==> config.mk <==
export PLATFORM = sky130hd
export DESIGN_NAME = wordlit_rr_sched
export DESIGN_NICKNAME = d
export VERILOG_FILES = /design/src/rtl/wordlit_rr_sched.sv
export SDC_FILE = /design/constraint.sdc
export NUM_CORES = 1
export LEC_CHECK = 0
export CORE_ASPECT_RATIO = 0.5
export CORE_MARGIN = 5
export CORE_UTILIZATION = 39
export CTS_CLUSTER_SIZE = 12
export DETAILED_ROUTE_END_ITERATION = 7
export PLACE_DENSITY = 0.87
export SLEW_MARGIN = 20
export SYNTH_ARGS = -nofsm -noshare
export SYNTH_HDL_FRONTEND = slang
export SYNTH_SLANG_ARGS = --single-unit
export TNS_END_PERCENT = 1
==> constraint.sdc <==
create_clock -name clk -period 5.4 [get_ports clk]
set_clock_uncertainty 0.2 [all_clocks]
set_input_delay 1.62 -clock clk [delete_from_list [all_inputs] [get_ports clk]]
set_output_delay 1.62 -clock clk [all_outputs]
set_load 0.01 [all_outputs]
==> src/rtl/wordlit_rr_sched.sv <==
// ---------------------------------------------------------------------------
// wordlit_rr_sched
//
// Round-robin scheduler that shares one word-literal transform between NREQ
// requesters. The transform is out = {8'h00, data} ^ lit. The result is
// held in a one-entry output register until it is accepted downstream.
//
// Optional feature macro: WORDLIT_SCHED_STATS_EN
//   defined   : per-requester saturating 16-bit grant counters on stat_cnt
//   undefined : stat_cnt tied to 0, no counter flops
//
// Ports
//   clk        clock, all state updates on posedge
//   rst        asynchronous active-low reset (0 = reset)
//   req_valid  per-requester valid
//   req_data   per-requester byte, requester i owns [8i+7:8i]
//   req_ready  one-hot accept (combinational)
//   cfg_we     literal write strobe
//   cfg_lit    new literal value
//   lit_q      current literal
//   out_valid  result valid
//   out_ready  downstream accept
//   out_data   transformed word
//   out_id     requester index that produced out_data
//   stat_cnt   per-requester grant counts, slice i at [16i+15:16i]
//
// Handshake rule (both sides): a word moves in a cycle where valid and
// ready are both 1 at the rising clock edge. A source holding valid=1 must
// keep valid and data stable until it sees ready=1; out_valid is only
// withdrawn after an accepted word, or by reset.
// ---------------------------------------------------------------------------
module wordlit_rr_sched #(
  parameter int unsigned  NREQ = 4,
  parameter int unsigned  IDW  = 2,
  parameter logic [15:0]  LIT  = 16'h0001
) (
  input  logic                 clk,
  input  logic                 rst,
  input  logic [NREQ-1:0]      req_valid,
  input  logic [NREQ*8-1:0]    req_data,
  output logic [NREQ-1:0]      req_ready,
  input  logic                 cfg_we,
  input  logic [15:0]          cfg_lit,
  output logic [15:0]          lit_q,
  output logic                 out_valid,
  input  logic                 out_ready,
  output logic [15:0]          out_data,
  output logic [IDW-1:0]       out_id,
  output logic [NREQ*16-1:0]   stat_cnt
);

  // EMPTY: output register holds nothing; FULL: out_data/out_id are valid.
  typedef enum logic {
    EMPTY = 1'b0,
    FULL  = 1'b1
  } state_t;

  state_t          state_q;
  state_t          state_d;
  logic [IDW-1:0]  ptr_q;

  logic            can_issue;
  logic            gnt_found;
  logic [IDW-1:0]  gnt_idx;
  logic            grant;
  logic [7:0]      gnt_data;

  assign out_valid = (state_q == FULL);
  assign can_issue = !out_valid || out_ready;

  // Search ptr, ptr+1, ... wrapping modulo NREQ; first valid requester wins.
  always_comb begin
    gnt_found = 1'b0;
    gnt_idx   = '0;
    for (int k = 0; k < int'(NREQ); k++) begin
      int idx;
      idx = int'(ptr_q) + k;
      if (idx >= int'(NREQ)) idx = idx - int'(NREQ);
      if (!gnt_found && req_valid[idx]) begin
        gnt_found = 1'b1;
        gnt_idx   = IDW'(idx);
      end
    end
  end

  assign grant = gnt_found && can_issue;

  // One-hot ready plus the byte of the granted requester.
  always_comb begin
    req_ready = '0;
    gnt_data  = '0;
    for (int i = 0; i < int'(NREQ); i++) begin
      if (gnt_idx == IDW'(i)) begin
        req_ready[i] = grant;
        gnt_data     = req_data[8*i +: 8];
      end
    end
  end

  // State machine: register
  always_ff @(posedge clk or negedge rst) begin
    if (!rst) begin
      state_q <= EMPTY;
    end else begin
      state_q <= state_d;
    end
  end

  // State machine: next state
  always_comb begin
    state_d = state_q;
    case (state_q)
      EMPTY: begin
        if (grant) state_d = FULL;
      end
      FULL: begin
        // A grant while FULL implies out_ready=1, so the slot is refilled.
        if (out_ready && !grant) state_d = EMPTY;
      end
      default: state_d = EMPTY;
    endcase
  end

  // Datapath, pointer and literal. The grant reads lit_q before any cfg_we
  // update lands, so a same-cycle write only affects later grants.
  always_ff @(posedge clk or negedge rst) begin
    if (!rst) begin
      out_data <= '0;
      out_id   <= '0;
      ptr_q    <= '0;
      lit_q    <= LIT;
    end else begin
      if (grant) begin
        out_data <= {8'h00, gnt_data} ^ lit_q;
        out_id   <= gnt_idx;
        ptr_q    <= (gnt_idx == IDW'(NREQ - 1)) ? '0 : gnt_idx + 1'b1;
      end
      if (cfg_we) begin
        lit_q <= cfg_lit;
      end
    end
  end

`ifdef WORDLIT_SCHED_STATS_EN
  logic [15:0] cnt_q [NREQ];

  // Saturating grant counters, cleared only by reset.
  always_ff @(posedge clk or negedge rst) begin
    if (!rst) begin
      for (int i = 0; i < int'(NREQ); i++) cnt_q[i] <= '0;
    end else begin
      for (int i = 0; i < int'(NREQ); i++) begin
        if (grant && gnt_idx == IDW'(i) && cnt_q[i] != 16'hFFFF) begin
          cnt_q[i] <= cnt_q[i] + 16'd1;
        end
      end
    end
  end

  always_comb begin
    stat_cnt = '0;
    for (int i = 0; i < int'(NREQ); i++) stat_cnt[16*i +: 16] = cnt_q[i];
  end
`else
  assign stat_cnt = '0;
`endif

endmodule

# [After elaboration in Yosys (flattened, before gate mapping)]
# Cells that the tools add are included.
[totals] register_bits=37
[classes] n_addsub=8 n_lt_le_gt_ge=8 eq_ne=3 muxes=36 bitwise=2 n_reduce_logical=12
[op_table] cell="less-than comparator 32 x 4 -> 1 bit (second input constant)" n=4
[op_table] cell="2-to-1 mux 32 bit" n=4
[op_table] cell="2-to-1 mux 8 bit" n=4
[op_table] cell="2-to-1 mux 1 bit" n=18
[op_table] cell="XOR 8 x 16 -> 16 bit" n=1
[op_table] cell="subtractor 3 x 3 -> 4 bit (second input constant)" n=3
[op_table] cell="2-to-1 mux 2 bit" n=5
[op_table] cell=">= comparator 3 bit (second input constant)" n=3
[op_table] cell="binary-select mux 1 bit (select 2 bit)" n=4
[op_table] cell="adder 2 x 2 -> 3 bit (second input constant)" n=2
[op_table] cell="logical AND 1 bit" n=5
[op_table] cell="logical NOT 1 bit" n=5
[op_table] cell="equality test 2 bit (second input constant)" n=2
[op_table] cell="subtractor 2 x 3 -> 4 bit (second input constant)" n=1
[op_table] cell="adder 2 x 1 -> 3 bit (second input constant)" n=1
[op_table] cell=">= comparator 2 x 3 -> 1 bit (second input constant)" n=1
[op_table] cell="adder 2 x 1 -> 2 bit (second input constant)" n=1
[op_table] cell="equality test 2 x 1 -> 1 bit (second input constant)" n=1
[op_table] cell="logical NOT 2 bit" n=1
[op_table] cell="case mux 1 bit (2 select lines)" n=1
[op_table] cell="logical OR 1 bit" n=1
[op_table] cell="inverter 1 bit" n=1

# [Depth between registers and ports, before layout]
[logic_depth] depth_word=21 mapped_depth=10 ltp_nobuf=9

# [Worst setup path before layout]
# No wires, ideal clock.
[synth_path] kind="input -> output" startpoint="input port req_valid[3]" endpoint="output port req_ready[1]" arrival_ns=2.756 required_time_ns=3.580 path_slack_ns=0.824 cell_stages=7 cell_sequence="nand2b_1 > nand2_1 > a221oi_2 > inv_1 > ha_1 > buf_4 > and2_1"
[synth_via] elab_chain_cells=15 elab_cells_between_ends=29 cone_classes="1 x eq/ne; 21 x mux; 7 x reduce/logical"
[synth_rtl] item="from (decl)" line_no="39" rtl="input logic [NREQ-1:0] req_valid,"
[synth_rtl] item="binary-select mux 1 bit (select 2 bit)" line_no="79" rtl="if (!gnt_found && req_valid[idx]) begin"
[synth_rtl] item="2-to-1 mux 1 bit (not written as such) (2 in a row)" line_no="79"
[synth_rtl] item="2-to-1 mux 1 bit" line_no="79"
[synth_rtl] item="logical NOT 1 bit" line_no="79"
[synth_rtl] item="logical AND 1 bit" line_no="79"
[synth_rtl] item="2-to-1 mux 1 bit" line_no="79"
[synth_rtl] item="logical NOT 1 bit" line_no="79"
[synth_rtl] item="logical AND 1 bit" line_no="79"
[synth_rtl] item="2-to-1 mux 1 bit" line_no="79"
[synth_rtl] item="logical NOT 1 bit" line_no="79"
[synth_rtl] item="logical AND 1 bit" line_no="79"
[synth_rtl] item="2-to-1 mux 2 bit *" line_no="79"
[synth_rtl] item="via gnt_idx[1]" line_no="64" rtl="logic [IDW-1:0] gnt_idx;"
[synth_rtl] item="equality test 2 x 1 -> 1 bit *" line_no="93" rtl="if (gnt_idx == IDW'(i)) begin"
[synth_rtl] item="2-to-1 mux 1 bit *" line_no="93"
[synth_rtl] item="to (decl)" line_no="41" rtl="output logic [NREQ-1:0] req_ready,"
# Mark *: on every way through the listed nets, which the timed path passes. The rest lies on a longest branch. The select of a mux whose other input is x is not followed.

# [Worst setup path in the final report]
# Ends and elaborated chain as after synthesis.

==> metrics.csv <==
metric,value,unit
Cell variety after synth,36,
via count,1911,
endpoints failing setup,0,
total clock buffers created by CTS,5,
die area,7888,µm²
fraction of synthesized cell area taken by the top area cell type,37.70,%
number of fill cells in the layout,506,
vertical extent of the die,65.35,µm
clock insertion delay at the later pin of the skew report,270,ps
Leak Pwr,0.001536,µW
max-slew violation count,0,
initial antenna violation count,0,
Clock Pin Slew Worst Setup and Hold Paths,50,ps
ys flop type,dfrtp_1,
number of clock sinks seen by CTS,37,
drt wl/cell,14.30,µm
mean cell area of the mapped netlist,9.916,µm²
drt total wl,6.065,mm
mapped cell area,2390,µm²
proportion of synthesized flip-flops having asynchronous set or reset,100.0,%
final setup margin,134.5,ps
Sum Neg Setup Slack,0,ps
starting DRC count in detailed routing,57,
portion of the post-synthesis area used by sequential elements,38.80,%
cell count after synthesis,241,
number of global-route vias before repair,1895,
total overflow reported by the global router,0,
reg2reg start,ptr_q[1],
maximum capacitance violations,0,
worst slack at placement,-140.6,ps
Rows,20,
cell taking the most area after synthesis,dfrtp_1,
first-pass iteration count of the detailed router,4,
final critical-path share of the clock period,97.51,%
Min-Delay Startpoint,out_data[15],
library cell used as clock root buffer,clkbuf_16,
net count of the finished layout,406,
port bufs,94,
launch point of the critical path,req_valid[3],
type of element launching the critical path,input port,
number of design rule violations left after detail routing,0,
global-route wire length before repair,9.308,mm
H-tree level count,2,
Finished Core Util,56.48,%
Post-CTS Resized,5,
"Warnings, synthesis",0,
HPWL after detailed placement,4.977,mm
min-delay worst type,reg2reg,
worst hold slack across all endpoints,271.8,ps
TritonCTS clock tree,yes,
fmax,189.9,MHz
most used standard cells in the synthesized netlist,"68 x buf_4, 36 x dfrtp_1, 32 x nand2_1",
DIE WIDTH,120.7,µm
cells taking the most area after synthesis,"dfrtp_1 38%, buf_4 21%, mux2_2 7.5%",
run status,finished clean,
maximum number of pins on one net before global-route repair,38,
detailed-route vias per instance,4.507,
remaining number of nets flagged by the antenna check after routing,0,
P&R area growth vs syn,41.94,%
buffer depth of the longest clock path,2,
time the final worst path needs with I/O delays and setup,5266,ps
Placer Congestion,0.7940,
total I/O pin count,159,
proportion of layout cells with a drive suffix above 1,15.85,%
# Post-CTS Setup Buffers,0,
flip-flop and latch count after synthesis,37,
placeable core area,6006,µm²
actual slew at the worst max-slew pin,846.5,ps
maximum VDD drop,0.0001701,V
startpoint-to-endpoint class of the critical path,in2out,
CP Capture Type,primary output,
"EDFF count, synth",0,
worst rel slew slack,43.57,%
P per Cell Area,368.4,nW/µm²
initial cell density of the core,39.79,%
dominant cell by count in the synthesized netlist,buf_4,
overall routing resource usage,15.11,%
CP Data Required Time,3580,ps
"Arr. time, crit path",3450,ps
maximum fanout along the worst path,4,
count of hold buffers inserted by post-cts repair,0,
setup repair after global routing missed its margin,false,
Antenna diodes,0,
Final Hold Fails,0,
-- registers in the layout, indices dropped and copies added, names as in the netlist --
register,cells
lit_q,16
out_data,16
out_id,2
out_valid,1
ptr_q,2
-- kinds of logic (layout without fill, tap and decap cells) --
logic type	Yosys count	in the layout	share of synthesized area, %
AND/OR/NAND/NOR	69	69	14.56
adder cells (fa/ha/maj)	4	4	2.094
XOR/XNOR	1	1	0.3666
AO/OA/AOI/OAI	35	35	12.15
flip-flops	37	37	38.80
multiplexers	18	18	8.586
other	1	64	0.1569
buffers and inverters	76	119	23.30
-- critical path: stages --
cell	delay, ps
clkdlybuf4s50_1	510
nand2b_1	140
nand2_1	70
a221oi_2	350
inv_1	110
ha_1	200
and2_1	140
dlygate4sd2_1	290
-- per-stage QoR --
stage	cells	cell area [µm²]	power [µW]
6_report	424	3392	1250
5_1_grt	424	3392	1332
4_1_cts	424	3392	1260
3_5_place_dp	416	3218	917.8
3_3_place_gp	416	3218	903.6
2_1_floorplan	304	2626	709.1
-- layout make-up --
cell class	instances	area, µm²	share of cell area, %
Clock buffer	6	138.9	4.094
Clock inverter	2	37.54	1.107
Inverter	3	11.26	0.3320
Multi-Input combinational cell	191	1145	33.75
Sequential cell	37	927.1	27.33
Tap cell	77	96.34	2.840
Timing Repair Buffer	108	1036	30.54
-- cell usage in the layout, fill, tap and decap left out, types with 2 or more instances in the layout --
| cell type | n |
|---|---|
| dfrtp_1 | 36 |
| o22ai_1 | 7 |
| dlygate4sd2_1 | 4 |
| nor2b_1 | 2 |
| o21ai_0 | 2 |
| nor2_1 | 10 |
| conb_1 | 64 |
| or3_1 | 7 |
| inv_1 | 3 |
| ha_1 | 3 |
| nand3b_1 | 3 |
| buf_4 | 14 |
| nand2b_1 | 3 |
| clkdlybuf4s50_1 | 89 |
| o21ai_1 | 7 |
| clkbuf_16 | 5 |
| or2_1 | 2 |
| a31oi_1 | 7 |
| mux2_2 | 16 |
| nand2_1 | 32 |
| a221oi_2 | 9 |
| and2_1 | 3 |
-- layer usage --
layer,track usage [%],up-vias,wire (µm)
met5,0,-,0
li1,-,908,-
met1,16.61,897,2073
met2,28.70,91,3369
met4,5.932,0,147
met3,3.353,15,474
-- worst paths after layout --
path | slack [ps] | to | depth (start not counted)
worst max-delay path | 130 | req_ready[1] | 8
worst min-delay path | 270 | out_data[15] | 2
worst max register to register | 2710 | out_data[5] | 10
worst min register to register | 270 | out_data[15] | 2
max in group asynchronous | 3220 | lit_q[12] | 1
min in group asynchronous | 1250 | out_data[6] | 1
-- power breakdown --
part           internal [µW]  leakage [µW]  switching, µW
Clock                    230     0.0000831            110
Sequential               336      0.000432           44.0
Combinational            278       0.00102            251
Total                    844       0.00154            406
Note: power is estimated with default switching activity, not from simulation.
